`src/rtl/prefetch_pkg.sv`:
```
// Shared definitions for the instruction prefetch unit: PC geometry and FSM encoding.
package prefetch_pkg;

    localparam int unsigned PC_BITS     = 16;
    localparam int unsigned DEF_NSHIFT  = 2;
    localparam int unsigned PC_DIGITS   = PC_BITS / DEF_NSHIFT;
    localparam int unsigned PC_IDX_BITS = $clog2(PC_BITS);

    typedef enum logic [2:0] {
        ST_IDLE      = 3'd0,
        ST_REQ_INST  = 3'd1,
        ST_WAIT_INST = 3'd2,
        ST_REQ_IMM   = 3'd3,
        ST_WAIT_IMM  = 3'd4
    } pf_state_e;

    // Width of a digit index for a given serial step size (at least one bit).
    function automatic int unsigned digit_idx_bits(input int unsigned nshift);
        int unsigned digits;
        digits = PC_BITS / nshift;
        return (digits > 1) ? $clog2(digits) : 1;
    endfunction

endpackage

```
`src/rtl/serial_pc_reg.sv`:
```
// Program counter with digit-serial read/write access and increment (write beats increment).
module serial_pc_reg
    import prefetch_pkg::*;
#(
    parameter int unsigned        NSHIFT   = 2,
    parameter logic [PC_BITS-1:0] RESET_PC = 16'h0000,
    localparam int unsigned       CW       = digit_idx_bits(NSHIFT)
) (
    input  logic               clk,
    input  logic               reset,
    input  logic               wr_en,
    input  logic [CW-1:0]      wr_idx,
    input  logic [NSHIFT-1:0]  wr_data,
    input  logic               inc,
    input  logic [CW-1:0]      rd_idx,
    output logic [NSHIFT-1:0]  rd_data,
    output logic [PC_BITS-1:0] pc
);

    logic [PC_BITS-1:0]     pc_q;
    logic [PC_BITS-1:0]     pc_d;
    logic [PC_IDX_BITS-1:0] wr_base;
    logic [PC_IDX_BITS-1:0] rd_base;

    assign wr_base = PC_IDX_BITS'(32'(wr_idx) * NSHIFT);
    assign rd_base = PC_IDX_BITS'(32'(rd_idx) * NSHIFT);

    always_comb begin
        pc_d = pc_q;
        if (wr_en) begin
            pc_d[wr_base +: NSHIFT] = wr_data;
        end else if (inc) begin
            pc_d = pc_q + PC_BITS'(1);
        end
    end

    always_ff @(posedge clk or posedge reset) begin
        if (reset) begin
            pc_q <= RESET_PC;
        end else begin
            pc_q <= pc_d;
        end
    end

    assign rd_data = pc_q[rd_base +: NSHIFT];
    assign pc      = pc_q;

endmodule

```
`src/rtl/inst_prefetch.sv`:
```
// Instruction prefetch unit: fetches instruction words and immediates over a
// valid/ready channel and exposes the PC and immediate digit-serially.
module inst_prefetch
    import prefetch_pkg::*;
#(
    parameter int unsigned        NSHIFT   = 2,
    parameter logic [PC_BITS-1:0] RESET_PC = 16'h0000,
    localparam int unsigned       CW       = digit_idx_bits(NSHIFT)
) (
    input  logic               clk,
    input  logic               reset,
    output logic               inst_valid,
    output logic [15:0]        inst,
    input  logic               inst_done,
    output logic [15:0]        imm_full,
    input  logic               load_imm16,
    output logic               imm16_loaded,
    output logic [NSHIFT-1:0]  imm_data_in,
    input  logic               next_imm_data,
    input  logic               block_prefetch,
    input  logic               write_pc,
    input  logic               ext_pc_next,
    input  logic [CW-1:0]      comp_counter,
    output logic               prefetch_idle,
    input  logic [NSHIFT-1:0]  pc_data_out,
    output logic [NSHIFT-1:0]  pc_data_in,
    output logic               fetch_valid,
    output logic [15:0]        fetch_addr,
    input  logic               fetch_ready,
    input  logic               fetch_data_valid,
    input  logic [15:0]        fetch_data
);

    pf_state_e          state_q, state_d;
    logic               inst_valid_q, inst_valid_d;
    logic [15:0]        inst_q, inst_d;
    logic [15:0]        imm_q, imm_d;
    logic               imm_loaded_q, imm_loaded_d;
    logic               fetch_accept;
    logic               idle;
    logic [PC_BITS-1:0] pc;

    assign idle = (state_q == ST_IDLE);

    // Decoder-side PC access is only honoured while no fetch is in flight.
    serial_pc_reg #(
        .NSHIFT   (NSHIFT),
        .RESET_PC (RESET_PC)
    ) u_pc (
        .clk     (clk),
        .reset   (reset),
        .wr_en   (write_pc && idle),
        .wr_idx  (comp_counter),
        .wr_data (pc_data_out),
        .inc     (fetch_accept || (ext_pc_next && idle)),
        .rd_idx  (comp_counter),
        .rd_data (pc_data_in),
        .pc      (pc)
    );

    always_comb begin
        state_d      = state_q;
        inst_valid_d = inst_valid_q && !inst_done;
        inst_d       = inst_q;
        imm_d        = next_imm_data ? (imm_q >> NSHIFT) : imm_q;
        imm_loaded_d = 1'b0;
        fetch_accept = 1'b0;
        case (state_q)
            ST_IDLE: begin
                // Use the post-retire view of inst_valid so a refetch starts right after inst_done.
                if (load_imm16) begin
                    state_d = ST_REQ_IMM;
                end else if ((!inst_valid_q || inst_done) && !block_prefetch) begin
                    state_d = ST_REQ_INST;
                end
            end
            ST_REQ_INST: begin
                if (fetch_ready) begin
                    fetch_accept = 1'b1;
                    state_d      = ST_WAIT_INST;
                end
            end
            ST_WAIT_INST: begin
                if (fetch_data_valid) begin
                    inst_d       = fetch_data;
                    inst_valid_d = 1'b1;
                    state_d      = ST_IDLE;
                end
            end
            ST_REQ_IMM: begin
                if (fetch_ready) begin
                    fetch_accept = 1'b1;
                    state_d      = ST_WAIT_IMM;
                end
            end
            ST_WAIT_IMM: begin
                if (fetch_data_valid) begin
                    imm_d        = fetch_data;
                    imm_loaded_d = 1'b1;
                    state_d      = ST_IDLE;
                end
            end
            default: begin
                state_d = ST_IDLE;
            end
        endcase
    end

    always_ff @(posedge clk or posedge reset) begin
        if (reset) begin
            state_q      <= ST_IDLE;
            inst_valid_q <= 1'b0;
            inst_q       <= 16'h0000;
            imm_q        <= 16'h0000;
            imm_loaded_q <= 1'b0;
        end else begin
            state_q      <= state_d;
            inst_valid_q <= inst_valid_d;
            inst_q       <= inst_d;
            imm_q        <= imm_d;
            imm_loaded_q <= imm_loaded_d;
        end
    end

    assign inst_valid    = inst_valid_q;
    assign inst          = inst_q;
    assign imm_full      = imm_q;
    assign imm16_loaded  = imm_loaded_q;
    assign imm_data_in   = imm_q[NSHIFT-1:0];
    assign prefetch_idle = idle;
    assign fetch_valid   = (state_q == ST_REQ_INST) || (state_q == ST_REQ_IMM);
    assign fetch_addr    = pc;

endmodule

```
`config.mk`:
```
export PLATFORM = sky130hd
export DESIGN_NAME = inst_prefetch
export DESIGN_NICKNAME = d
export VERILOG_FILES = /design/src/rtl/prefetch_pkg.sv /design/src/rtl/serial_pc_reg.sv /design/src/rtl/inst_prefetch.sv
export SDC_FILE = /design/constraint.sdc
export NUM_CORES = 1
export LEC_CHECK = 0
export CAP_MARGIN = 25
export CORE_MARGIN = 8
export CORE_UTILIZATION = 35
export CTS_CLUSTER_SIZE = 10
export DETAILED_ROUTE_END_ITERATION = 10
export PLACE_DENSITY_LB_ADDON = 0.12
export SYNTH_ARGS = -nofsm -noshare
export SYNTH_HDL_FRONTEND = slang
export SYNTH_SLANG_ARGS = --single-unit
export TNS_END_PERCENT = 20
```
`constraint.sdc`:
```
create_clock -name clk -period 3.9 [get_ports clk]
set_clock_uncertainty 0.1 [all_clocks]
set_input_delay 1.17 -clock clk [delete_from_list [all_inputs] [get_ports clk]]
set_output_delay 1.17 -clock clk [all_outputs]
set_load 0.05 [all_outputs]
```
# After elaboration in Yosys (flattened, before gate mapping)

Index checks and enable logic that the tools add are counted.

Reductions and logical operators: 16
Add/subtract/negate cells: 2
Equality and inequality tests: 8
Multiplexer cells: 18
Shifts and indexed selects: 3

Operators with widths:

| cell                     | number |
|---|---|
| $mux W16                 | 5 |
| $add A16 B1 Y16 const B  | 1 |
| $bwmux W16               | 1 |
| $shift A2 B6 Y16 const A | 1 |
| $shiftx A16 B5 Y2        | 1 |
| $shiftx A2 B6 Y16        | 1 |
| $mux W3                  | 5 |
| $pmux W3 S4              | 1 |
| $eq A3 B2 Y1 const B     | 2 |
| $mux W1                  | 6 |
| $neg A4 Y6               | 1 |
| $logic_and A1 B1 Y1      | 4 |
| $ne A2 B2 Y1 const B     | 2 |
| $reduce_and A4 Y1        | 1 |
| $reduce_or A2 Y1         | 2 |
| $eq A3 B1 Y1 const B     | 1 |
| $eq A3 B3 Y1 const B     | 1 |
| $logic_not A1 Y1         | 3 |
| $logic_not A3 Y1         | 1 |
| $logic_or A1 B1 Y1       | 3 |
| $ne A3 B2 Y1 const B     | 1 |
| $ne A2 B1 Y1 const B     | 1 |
| $reduce_and A2 Y1        | 1 |
| $reduce_bool A2 Y1       | 1 |

Word-level logic and storage cells: 53
Input port bits: 31
Output and inout bits: 56
Flip-flop bits (word level): 53

# Depth between registers and ports, before layout

Word-level depth: 6
Gate-level depth with buffers: 8

# Modules after synthesis

A second synthesis with hierarchy kept.

Cells, all modules: 282
Area total of the unflattened synthesis: 3,006.6 µm²

Modules (own cells, without submodules):

| module        | cells an instance | times used | area each (µm²) | seq. area each (µm²) |
|---|---|---|---|---|
| inst_prefetch | 137               | 1          | 1,686.6         | 925.9 |
| serial_pc_reg | 145               | 1          | 1,320.0         | 400.4 |

# Worst setup path before layout

Ideal clock, no wire load.

Kind: input -> output
From: input comp_counter[0]
To: output pc_data_in[1]
Buffers on the path: 1
Slack: 0.221 ns
Stages: 4
Data arrival time: 2.409 ns
Data required time: 2.630 ns
Path through: clkbuf_1 mux4_2 nand2_1 nand2_1

Word-level cells in the longest chain between the ends: 1

Ends and longest elaborated chain:

| element           | line                | text |
|---|---|---|
| from (decl)       | inst_prefetch.sv:23 | `input logic [CW-1:0] comp_counter,` |
| $shiftx A16 B5 Y2 | serial_pc_reg.sv:45 | `assign rd_data = pc_q[rd_base +: NSHIFT];` |
| to (decl)         | inst_prefetch.sv:26 | `output logic [NSHIFT-1:0] pc_data_in,` |

No other way between the ends.

# Worst setup path after layout

Same ends and word-level chain as after synthesis.

==> flow_metrics.env <==
export IMPL_fin_crit_sh=0.984
export IMPL_drt_iter0_drc=103
export IMPL_cts_root_buf="clkbuf_8"
export IMPL_yosysSeqAreaShare=0.457
export IMPL_htreeDepth=2
export IMPL_cp_end_kind="output pin"
export IMPL_syn_to_final_growth_pct=37.9
export IMPL_insertion_delay_ps=310
export IMPL_io_pins=87
export IMPL_cap_violations=0
export IMPL_fin_nets=402
export IMPL_syn_area_per_cell_um2=10.4
export IMPL_die_width_um=107
export IMPL_fin_tns_setup_ps=0
export IMPL_synthAdderAreaFrac=0.0172
export IMPL_switching_share=0.515
export IMPL_dp_slack_ps=16.2
export IMPL_cts_sinks=53
export IMPL_path_max_fanout=5
export IMPL_vdd_drop_max_mv=0.422
export IMPL_wire_per_inst_um=17.5
export IMPL_drive_gt1_frac=0.136
export IMPL_first_pass_iters=6
export IMPL_setup_viol=0
export IMPL_p_switching_mw=1.74
export IMPL_cp_start_kind="input pin"
export IMPL_drc=0
export IMPL_drtAntennaViolNets=0
export IMPL_via_per_inst=5.45
export IMPL_grt_ovfl_total=0
export IMPL_clock_fmax_ghz=0.261
export IMPL_first_global_vias=2709
export IMPL_rsz0062_at_grt="false"
export IMPL_hold_viol=0
export IMPL_vias=2574
export IMPL_yosys_warnings=0
export IMPL_cts_path_max_buffers=2
export IMPL_worstSetupPathType="input pin to output pin"
export IMPL_die_y_um=107
export IMPL_dieArea_um2=11500
export IMPL_grt_pass1_wl_um=13800
export IMPL_num_fill_cells=780
export IMPL_io_buffers=86
export IMPL_p_clk_frac=0.094
export IMPL_p_leak_nw=1.65
export IMPL_grt_max_degree=34
export IMPL_ys_types=53
export IMPL_synthArstFlopShare=1.00
export IMPL_n_antenna_cell=0
export IMPL_yosys_area_share_simple=0.179
export IMPL_synth_edff_count=0
export IMPL_synth_seq_cells=53
export IMPL_slew_violations=0
export IMPL_fin_ws_ps=64.3
export IMPL_required_ps=2630
export IMPL_p_int_mw=1.64
export IMPL_synth_top_flop_cell="dfrtp_1"
export IMPL_cts_tree="done"
export IMPL_rows=33
export IMPL_dp_hpwl_um=6080
export IMPL_seqPwrFrac=0.305
export IMPL_grt_usage=0.149
export IMPL_holdWs_ps=414
export IMPL_routed_wl_um=8260
export IMPL_gp_congestion=0.851
export IMPL_synthCells=280
export IMPL_syn_num_nets=315
export IMPL_combinationalPowerShare=0.600
export IMPL_worst_slew_pin_slew_ps=606
export IMPL_syn_area_um2=2910
export IMPL_hold_class="flip-flop to flip-flop"
export IMPL_arrival_ps=2570
export IMPL_clkTransAtPathRegs_ps=100
export IMPL_maxSlewHeadroom=0.591
export IMPL_antenna_found_initial=0
export IMPL_synthMuxAreaShare=0.156
export IMPL_period_needed_ps=3840
export IMPL_synth_top_family_by_area="simple AND/OR/NAND/NOR gates"
export IMPL_post_cts_buffers=0
export IMPL_cts_buffers_inserted=5
export IMPL_initial_utilization=0.357
export IMPL_placed_cell_area_um2=3910
export IMPL_p_total_mw=3.38
export IMPL_coreArea_um2=8130
export IMPL_final_area_um2=4010
export IMPL_synth_compound_area_frac=0.144
export IMPL_synth_xor_xnor_area_share=0.00301
export IMPL_outcome="completed"
export IMPL_p_per_area_nw_per_um2=844
==> routing by layer <==
| layer | up-vias | share of wire | GRT usage |
|---|---|---|---|
| met3 | 10 | 0.085 | 0.0504 |
| met1 | 1254 | 0.45 | 0.189 |
| met5 | - | 0 | 0 |
| met4 | 0 | 0.013 | 0.0472 |
| met2 | 93 | 0.46 | 0.232 |
| li1 | 1217 | - | - |
==> synthesized netlist by cell type (5+ instances only) <==
master,n,share of area
a21o_1,7,0.018
clkbuf_1,11,0.014
dfrtp_1,53,0.46
inv_1,12,0.016
mux2_2,19,0.074
mux2i_1,15,0.052
nand2_1,31,0.040
nand3_1,9,0.016
nand4_1,5,0.011
nor2_1,8,0.010
nor3_1,7,0.012
o21ai_0,24,0.041
==> power groups by stage <==
stage	combinational (mW)	clock (mW)	sequential, mW
after floorplan	0.654	0	1.72
after global placement	2.03	0	1.04
after detailed placement	2.04	0	1.04
after CTS	2.05	0.333	1.03
after global routing	2.14	0.351	1.07
final	2.03	0.319	1.03
==> stage by stage <==
step	utilization	std cells
final	0.493	472
after global routing	0.493	472
after CTS	0.491	472
after detailed placement	0.481	465
after global placement	0.481	465
after floorplan	-	280
==> path summary, 6_finish.rpt <==
path / endpoint / startpoint / slack (ps) / cells after the start
setup reg to reg: u_pc.pc[5] / state_q[2] / 1420 / 4
hold reg to reg: inst[1] / inst[1] / 410 / 1
max in group asynchronous: inst_valid / reset / 1990 / 3
setup / recovery: pc_data_in[1] / comp_counter[0] / 60 / 6
hold / removal: inst[1] / inst[1] / 410 / 1
min in group asynchronous: inst[0] / reset / 1140 / 2
==> state kept, by name, indices dropped and copies added, names as in the netlist <==
register	cells
imm16_loaded	1
imm_full	16
inst	16
inst_valid	1
state_q	3
u_pc.pc	16
==> cells by family (layout without fill, tap and decap cells) <==
| kind of cell | count (synthesis) | count (layout) |
|---|---|---|
| adders and majority gates | 4 | 4 |
| muxes | 38 | 38 |
| DFF | 53 | 53 |
| AOI/OAI and AO/OA | 62 | 62 |
| buffers and inverters | 29 | 116 |
| and+or+nand+nor | 93 | 93 |
| xor gates and xnor gates | 1 | 1 |
==> worst max-delay path, stage by stage <==
cell	delay (ps)
clkdlybuf4s50_1	480
buf_6	130
mux4_2	490
nand2_1	80
nand2_1	60
buf_6	150
==> layout by cell type, fill, tap and decap left out, types with 2 or more instances in the layout <==
master / netlist / routed
nand3b_1: 2 / 2
a21oi_1: 4 / 4
or4b_4: 3 / 3
a22oi_1: 3 / 3
dfrtp_1: 53 / 53
nor4_1: 2 / 2
mux4_2: 4 / 4
nand3_1: 9 / 9
a221o_1: 2 / 2
nand2b_1: 4 / 4
a21o_1: 7 / 7
and3_1: 2 / 2
inv_1: 12 / 11
mux2i_1: 15 / 15
buf_4: 2 / 9
nor3_1: 7 / 6
clkdlybuf4s50_1: 0 / 84
buf_6: 1 / 3
nand4_1: 5 / 5
nor4b_1: 3 / 3
nor2_1: 8 / 8
o32ai_1: 3 / 3
or4_1: 3 / 3
o21ai_0: 24 / 24
or3_1: 4 / 4
mux2_2: 19 / 19
nor2b_1: 3 / 3
nand2_1: 31 / 31
o32a_1: 2 / 2
clkbuf_8: 0 / 5
ha_1: 4 / 4
nand4b_1: 2 / 2
o22ai_1: 3 / 3
==> repair_timing <==
action,in CTS,in global routing
hold buffers,0,0
endpoints found under the setup margin,0,2
gates resized for setup,0,3
==> layout make-up <==
| class | instances | area [µm²] | share of cell area |
|---|---|---|---|
| sequential | 53 | 1330 | 0.331 |
| tap | 105 | 131 | 0.0328 |
| timing repair buffer | 97 | 962 | 0.240 |
| clock buffer | 5 | 68.8 | 0.0172 |
| inverter | 12 | 45.0 | 0.0112 |
| clock inverter | 2 | 16.3 | 0.00406 |
| multi-input combinational | 198 | 1460 | 0.364 |
Power figures use the tool's default switching activity.
